<file path="config.mk">
export PLATFORM = sky130hd
export DESIGN_NAME = hwpe_vfpu_job_programmer
export DESIGN_NICKNAME = d
export VERILOG_FILES = /design/src/rtl/hwpe_vfpu_job_programmer.sv
export SDC_FILE = /design/constraint.sdc
export NUM_CORES = 1
export LEC_CHECK = 0
export BUFFER_PORTS_ARGS = -buffer_cell sky130_fd_sc_hd__buf_2
export CORE_AREA = 2 2 221 223
export CTS_BUF_LIST = sky130_fd_sc_hd__clkbuf_8
export CTS_CLUSTER_DIAMETER = 30
export DETAILED_ROUTE_END_ITERATION = 8
export DIE_AREA = 0 0 223 225
export PLACE_DENSITY = 0.78
export SLEW_MARGIN = 0
export SYNTH_ARGS = -nofsm -noshare
export SYNTH_HDL_FRONTEND = slang
export SYNTH_SLANG_ARGS = --single-unit
</file>
<file path="constraint.sdc">
create_clock -name clk_i -period 65.6 [get_ports clk_i]
set_clock_uncertainty 0.15 [all_clocks]
set_input_delay 13.12 -clock clk_i [delete_from_list [all_inputs] [get_ports clk_i]]
set_output_delay 13.12 -clock clk_i [all_outputs]
set_load 0.05 [all_outputs]
</file>
<file path="src/rtl/hwpe_vfpu_job_programmer.sv">
// Bus initiator that programs one VFPU HWPE job: acquire a slot, write the job
// registers, trigger, poll STATUS until idle, then pulse done_o.
module hwpe_vfpu_job_programmer #(
    parameter logic [31:0] CTRL_BASE_ADDR = 32'h0000_0000,
    parameter int          N_JOB_REGS     = 14,
    parameter int          POLL_INTERVAL  = 16,
    parameter int          BACKOFF_CYCLES = 8
) (
    input  logic                    clk_i,
    input  logic                    rst_i,
    input  logic                    job_valid_i,
    output logic                    job_ready_o,
    input  logic [32*N_JOB_REGS-1:0] job_desc_i,
    output logic                    req_o,
    input  logic                    gnt_i,
    output logic [31:0]             add_o,
    output logic                    wen_o,
    output logic [3:0]              be_o,
    output logic [31:0]             data_o,
    input  logic [31:0]             r_data_i,
    input  logic                    r_valid_i,
    output logic                    busy_o,
    output logic                    done_o,
    output logic [7:0]              job_id_o
);

    localparam int CW   = $clog2(N_JOB_REGS) + 1;
    localparam int WMAX = (POLL_INTERVAL > BACKOFF_CYCLES) ? POLL_INTERVAL : BACKOFF_CYCLES;
    localparam int WW   = $clog2(WMAX) + 1;

    localparam logic [31:0] TRIGGER_ADDR = CTRL_BASE_ADDR + 32'h00;
    localparam logic [31:0] ACQUIRE_ADDR = CTRL_BASE_ADDR + 32'h04;
    localparam logic [31:0] STATUS_ADDR  = CTRL_BASE_ADDR + 32'h0C;
    localparam logic [31:0] JOB_BASE     = CTRL_BASE_ADDR + 32'h40;

    localparam logic [CW-1:0] LAST_IDX     = CW'(N_JOB_REGS - 1);
    localparam logic [WW-1:0] BACKOFF_LOAD = WW'(BACKOFF_CYCLES - 1);
    localparam logic [WW-1:0] POLL_LOAD    = WW'(POLL_INTERVAL - 1);

    typedef enum logic [3:0] {
        IDLE,
        ACQ_REQ,
        ACQ_RESP,
        BACKOFF,
        WR_REG,
        TRIGGER,
        POLL_WAIT,
        POLL_REQ,
        POLL_RESP,
        DONE
    } state_t;

    state_t         state_reg;
    logic [CW-1:0]  reg_cnt_reg;
    logic [WW-1:0]  wait_cnt_reg;

    logic [31:0]    desc_words [N_JOB_REGS];
    logic [31:0]    desc_reg   [N_JOB_REGS];
    logic [CW-1:0]  next_idx;
    logic [31:0]    next_word;
    logic [31:0]    next_addr;
    logic           accept;

    genvar gi;
    generate
        for (gi = 0; gi < N_JOB_REGS; gi++) begin : g_unpack
            assign desc_words[gi] = job_desc_i[32*gi +: 32];
        end
    endgenerate

    assign be_o   = 4'hF;
    assign accept = (state_reg == IDLE) && job_valid_i && job_ready_o;

    // Descriptor is captured only on accept, so input changes while busy are invisible.
    always_ff @(posedge clk_i) begin
        if (accept) begin
            for (int i = 0; i < N_JOB_REGS; i++) begin
                desc_reg[i] <= desc_words[i];
            end
        end
    end

    // Address and data for the write after the one being granted, so writes can go back-to-back.
    assign next_idx  = reg_cnt_reg + 1'b1;
    assign next_addr = JOB_BASE + (32'(next_idx) << 2);

    always_comb begin
        next_word = '0;
        for (int i = 0; i < N_JOB_REGS; i++) begin
            if (next_idx == CW'(i)) begin
                next_word = desc_reg[i];
            end
        end
    end

    always_ff @(posedge clk_i) begin
        if (rst_i) begin
            state_reg    <= IDLE;
            req_o        <= 1'b0;
            wen_o        <= 1'b1;
            add_o        <= '0;
            data_o       <= '0;
            job_ready_o  <= 1'b0;
            busy_o       <= 1'b0;
            done_o       <= 1'b0;
            job_id_o     <= '0;
            reg_cnt_reg  <= '0;
            wait_cnt_reg <= '0;
        end else begin
            done_o <= 1'b0;
            case (state_reg)
                IDLE: begin
                    job_ready_o <= 1'b1;
                    if (accept) begin
                        job_ready_o <= 1'b0;
                        busy_o      <= 1'b1;
                        reg_cnt_reg <= '0;
                        req_o       <= 1'b1;
                        wen_o       <= 1'b1;
                        add_o       <= ACQUIRE_ADDR;
                        state_reg   <= ACQ_REQ;
                    end
                end
                ACQ_REQ: begin
                    if (gnt_i) begin
                        req_o     <= 1'b0;
                        state_reg <= ACQ_RESP;
                    end
                end
                ACQ_RESP: begin
                    if (r_valid_i) begin
                        if (r_data_i[31]) begin
                            wait_cnt_reg <= BACKOFF_LOAD;
                            state_reg    <= BACKOFF;
                        end else begin
                            job_id_o  <= r_data_i[7:0];
                            req_o     <= 1'b1;
                            wen_o     <= 1'b0;
                            add_o     <= JOB_BASE;
                            data_o    <= desc_reg[0];
                            state_reg <= WR_REG;
                        end
                    end
                end
                BACKOFF: begin
                    if (wait_cnt_reg == '0) begin
                        req_o     <= 1'b1;
                        wen_o     <= 1'b1;
                        add_o     <= ACQUIRE_ADDR;
                        state_reg <= ACQ_REQ;
                    end else begin
                        wait_cnt_reg <= wait_cnt_reg - 1'b1;
                    end
                end
                WR_REG: begin
                    if (gnt_i) begin
                        reg_cnt_reg <= next_idx;
                        if (reg_cnt_reg == LAST_IDX) begin
                            add_o     <= TRIGGER_ADDR;
                            data_o    <= '0;
                            state_reg <= TRIGGER;
                        end else begin
                            add_o  <= next_addr;
                            data_o <= next_word;
                        end
                    end
                end
                TRIGGER: begin
                    if (gnt_i) begin
                        req_o        <= 1'b0;
                        wen_o        <= 1'b1;
                        wait_cnt_reg <= POLL_LOAD;
                        state_reg    <= POLL_WAIT;
                    end
                end
                POLL_WAIT: begin
                    if (wait_cnt_reg == '0) begin
                        req_o     <= 1'b1;
                        wen_o     <= 1'b1;
                        add_o     <= STATUS_ADDR;
                        state_reg <= POLL_REQ;
                    end else begin
                        wait_cnt_reg <= wait_cnt_reg - 1'b1;
                    end
                end
                POLL_REQ: begin
                    if (gnt_i) begin
                        req_o     <= 1'b0;
                        state_reg <= POLL_RESP;
                    end
                end
                POLL_RESP: begin
                    if (r_valid_i) begin
                        if (r_data_i == '0) begin
                            done_o    <= 1'b1;
                            state_reg <= DONE;
                        end else begin
                            wait_cnt_reg <= POLL_LOAD;
                            state_reg    <= POLL_WAIT;
                        end
                    end
                end
                DONE: begin
                    busy_o      <= 1'b0;
                    job_ready_o <= 1'b1;
                    state_reg   <= IDLE;
                end
                default: begin
                    state_reg <= IDLE;
                end
            endcase
        end
    end

endmodule

</file>
==> qor.txt <==
status = complete, no violations
Clock transition at path regs = 0.05 ns
height of the die = 225 microns
Clock Latency Late Sink = 0.71 ns
Mean Syn Cell Area = 13.0 sq um
Fillers = 3820
Total GRT Usage = 32.9%
min-delay src = job_id_o[4]
Worst setup EP type = flop
Routed WL = 84.2 mm
largest net degree at the start of global routing = 202
vias in the first global route = 17700
worst-margin pin slew = 1.31 ns
Hold Path Stages = 2
PwrDens = 36.3 nW/um^2
Initial DRC Count = 2315
Netlist Area Pre-Place = 21700 sq um
max reg flops = 448
first-pass GRT wire length = 117 mm
Yosys top cell area share = 61.9%
Port Buf Inserts = 535
vias = 18000
critical path type = in2reg
area grow syn2layout = 25.9%
die area = 50200 sq um
Reg power frac = 45.5%
Worst Path Arrival = 15.22 ns
placed cell areas = 24900 sq um
Max Cap Viol = 0
post-route antenna net violation count = 0
DP HPWL = 60.0 mm
Slew headroom = 12.7%
crit-path leading delay family = buffers and inverters
Setup Buffers After CTS = 0
Routability Congestion = 0.942
# resized after CTS = 0
Post-Syn Instances = 1669
clk root buf = clkbuf_8
Final Hold Fails = 0
RSZ-0062 raised after global routing = false
Pins Over Slew Limit = 0
# clock sinks = 513
Leak = 10.2 nW
detail-routed via count per cell = 6.08
sequential share of the synthesized area = 67.9%
Die Wd = 223 microns
Post-CTS Hold Fix Bufs = 0
VDD IR max = 0.0222 mV
Post-synth top flop = edfxtp_1
fin crit share = 23.0%
Post-synth EDFFs = 448
Starting Density = 45.7%
Worst Hold Path EP = job_id_o[4]
nets = 2725
Clock power frac = 38.8%
dpl cells = 2740
yosys warns = 0
Worst Path Buf+Inv = 3
min Tclk post-route = 15.07 ns
Slowest-stage cell, CP = buf_4
Synth async-reset ratio = 0%
cells along the critical path = buf_2 > nand2_1 > nor4_2 > buf_4 > buf_12
logic gate share of total power = 15.8%
Startpoint Class = primary input
post-route non-filler standard cell count = 2957
Num CTS Buffers = 106
DRC viols = 0
CP Max Fanout = 199
I/O pin count = 566
drt first pass iters = 5
worst min-delay path category = reg2reg
switching power = 0.293 mW
Crit Reg-Reg Endpoint = data_o[17]
Int Pwr = 0.702 mW
Max Clk Rate = 66.3 MHz
row cnt = 80
Net Sw Frac = 29.4%
post-synthesis register bit count = 513
setup total negative slack = 0 ns
synth unique cells = 99
layout cell share with drive strength beyond 1 = 34.0%
Worst R2R Path Depth = 10
synth top area cells = edfxtp_1, dfxtp_1, nand2_1, a21oi_1, o21ai_0
fin area = 27400 sq um
CP required = 65.75 ns
core box area = 47500 sq um
final setup fails = 0
Yosys top cell by area = edfxtp_1
reg-to-reg startpoint = reg_cnt_reg[0]
DR WL/cell = 28.5 microns
grt total ovfl = 0
CP max stage delay = 0.62 ns
maximum clock path buffer count = 3
TritonCTS clock tree = yes
H-tree depth = 3
R2R Setup Slk = 60.27 ns
total power = 0.995 mW
initial antenna violation count = 36
per-stage QoR:
stage	setup slack (ns)	hold slack (ns)	util (%)
finish	50.53	0.308	57.6
global route	50.51	0.316	57.5
CTS	50.66	0.307	57.5
detailed placement	49.93	0.300	52.3
global placement	50.04	0.292	52.3
floorplan	7.90	0.319	-
cells by family after synthesis:
group	Yosys count	synth area share [%]
DFF	513	67.9
and+or+nand+nor	432	9.51
muxes	6	0.276
xor gates and xnor gates	5	0.374
other	2	0.0345
buffers and inverters	157	3.80
AOI/OAI and AO/OA	547	17.8
adders and majority gates	7	0.403
final cells by class:
| type | count | area [sq um] | area share [%] |
|---|---|---|---|
| antenna | 18 | 45.0 | 0.165 |
| clock inverter | 91 | 975 | 3.56 |
| sequential | 513 | 14800 | 53.9 |
| clock buffer | 108 | 1490 | 5.43 |
| tap | 615 | 769 | 2.81 |
| timing repair buffer | 570 | 2970 | 10.8 |
| multi-input combinational | 1027 | 6300 | 23.0 |
| inverter | 15 | 70.1 | 0.256 |
per-layer routing:
metal | wire length [microns] | track usage, % | up-vias
met3 | 8940 | 8.64 | 313
li1 | - | - | 7666
met1 | 28000 | 36.8 | 8622
met4 | 6310 | 23.4 | 30
met5 | 204 | 0 | -
met2 | 40700 | 55.2 | 1351
layout by cell type (no fill, tap or decap), types with 18 or more instances in the layout:
cell,instances
buf_2,535
edfxtp_1,448
nand2_1,184
a21oi_1,110
clkbuf_8,108
nor2_1,101
o21ai_0,95
dfxtp_1,64
a211oi_1,36
inv_1,33
buf_4,33
conb_1,30
a22oi_1,27
o22ai_1,25
o211ai_1,25
nor2b_1,19
bufinv_16,19
diode_2,18
a22o_1,18
nor3_1,18
o221ai_1,18
a311oi_1,18
tightest hold or removal path, stage by stage, from the launching register on:
cell,delay [ns]
dfxtp_1,0.31
nand2_1,0.05
a21oi_1,0.05
power groups by stage:
stage	Clock [mW]	Combinational, mW	Sequential (mW)
finish	0.386	0.157	0.452
global route	0.404	0.166	0.456
CTS	0.388	0.155	0.451
detailed placement	0	0.154	0.456
global placement	0	0.151	0.455
floorplan	0	0.0864	0.557
synth_stat cells, types with 6 or more instances:
| cell type | instances |
|---|---|
| nor2_1 | 103 |
| o21a_1 | 7 |
| a221o_1 | 15 |
| a32oi_1 | 10 |
| ha_1 | 7 |
| o221ai_1 | 18 |
| a21o_1 | 15 |
| o22ai_1 | 25 |
| nand3_1 | 16 |
| a311oi_1 | 18 |
| nor4_1 | 14 |
| nor3_1 | 18 |
| nor2b_1 | 20 |
| a221oi_1 | 17 |
| nand2b_1 | 9 |
| a211oi_1 | 36 |
| o211ai_1 | 25 |
| a21oi_1 | 110 |
| o21ai_0 | 95 |
| dfxtp_1 | 65 |
| clkbuf_1 | 53 |
| and3_1 | 9 |
| nand4_1 | 7 |
| mux2i_1 | 6 |
| buf_4 | 39 |
| buf_1 | 9 |
| a22o_1 | 18 |
| edfxtp_1 | 448 |
| a2111oi_0 | 15 |
| nand2_1 | 184 |
| inv_1 | 12 |
| a31oi_1 | 6 |
| a211o_1 | 7 |
| buf_2 | 36 |
| a22oi_1 | 27 |
| or3_1 | 10 |
| o31ai_1 | 8 |
| o21ai_1 | 18 |
how the worst max path moves through the flow:
stage                            from                to  slack (ns)  depth (start not counted)
after detailed placement        rst_i        data_o[18]       49.93                          6
after CTS                       rst_i        data_o[18]       50.66                          6
after global placement          rst_i        data_o[18]       50.04                          6
after floorplan           job_valid_i    desc_reg[0][0]        7.90                          2
after global routing      job_valid_i  desc_reg[1][146]       50.51                          5
final                     job_valid_i  desc_reg[1][146]       50.53                          5
Note: power is estimated with default switching activity, not from simulation.
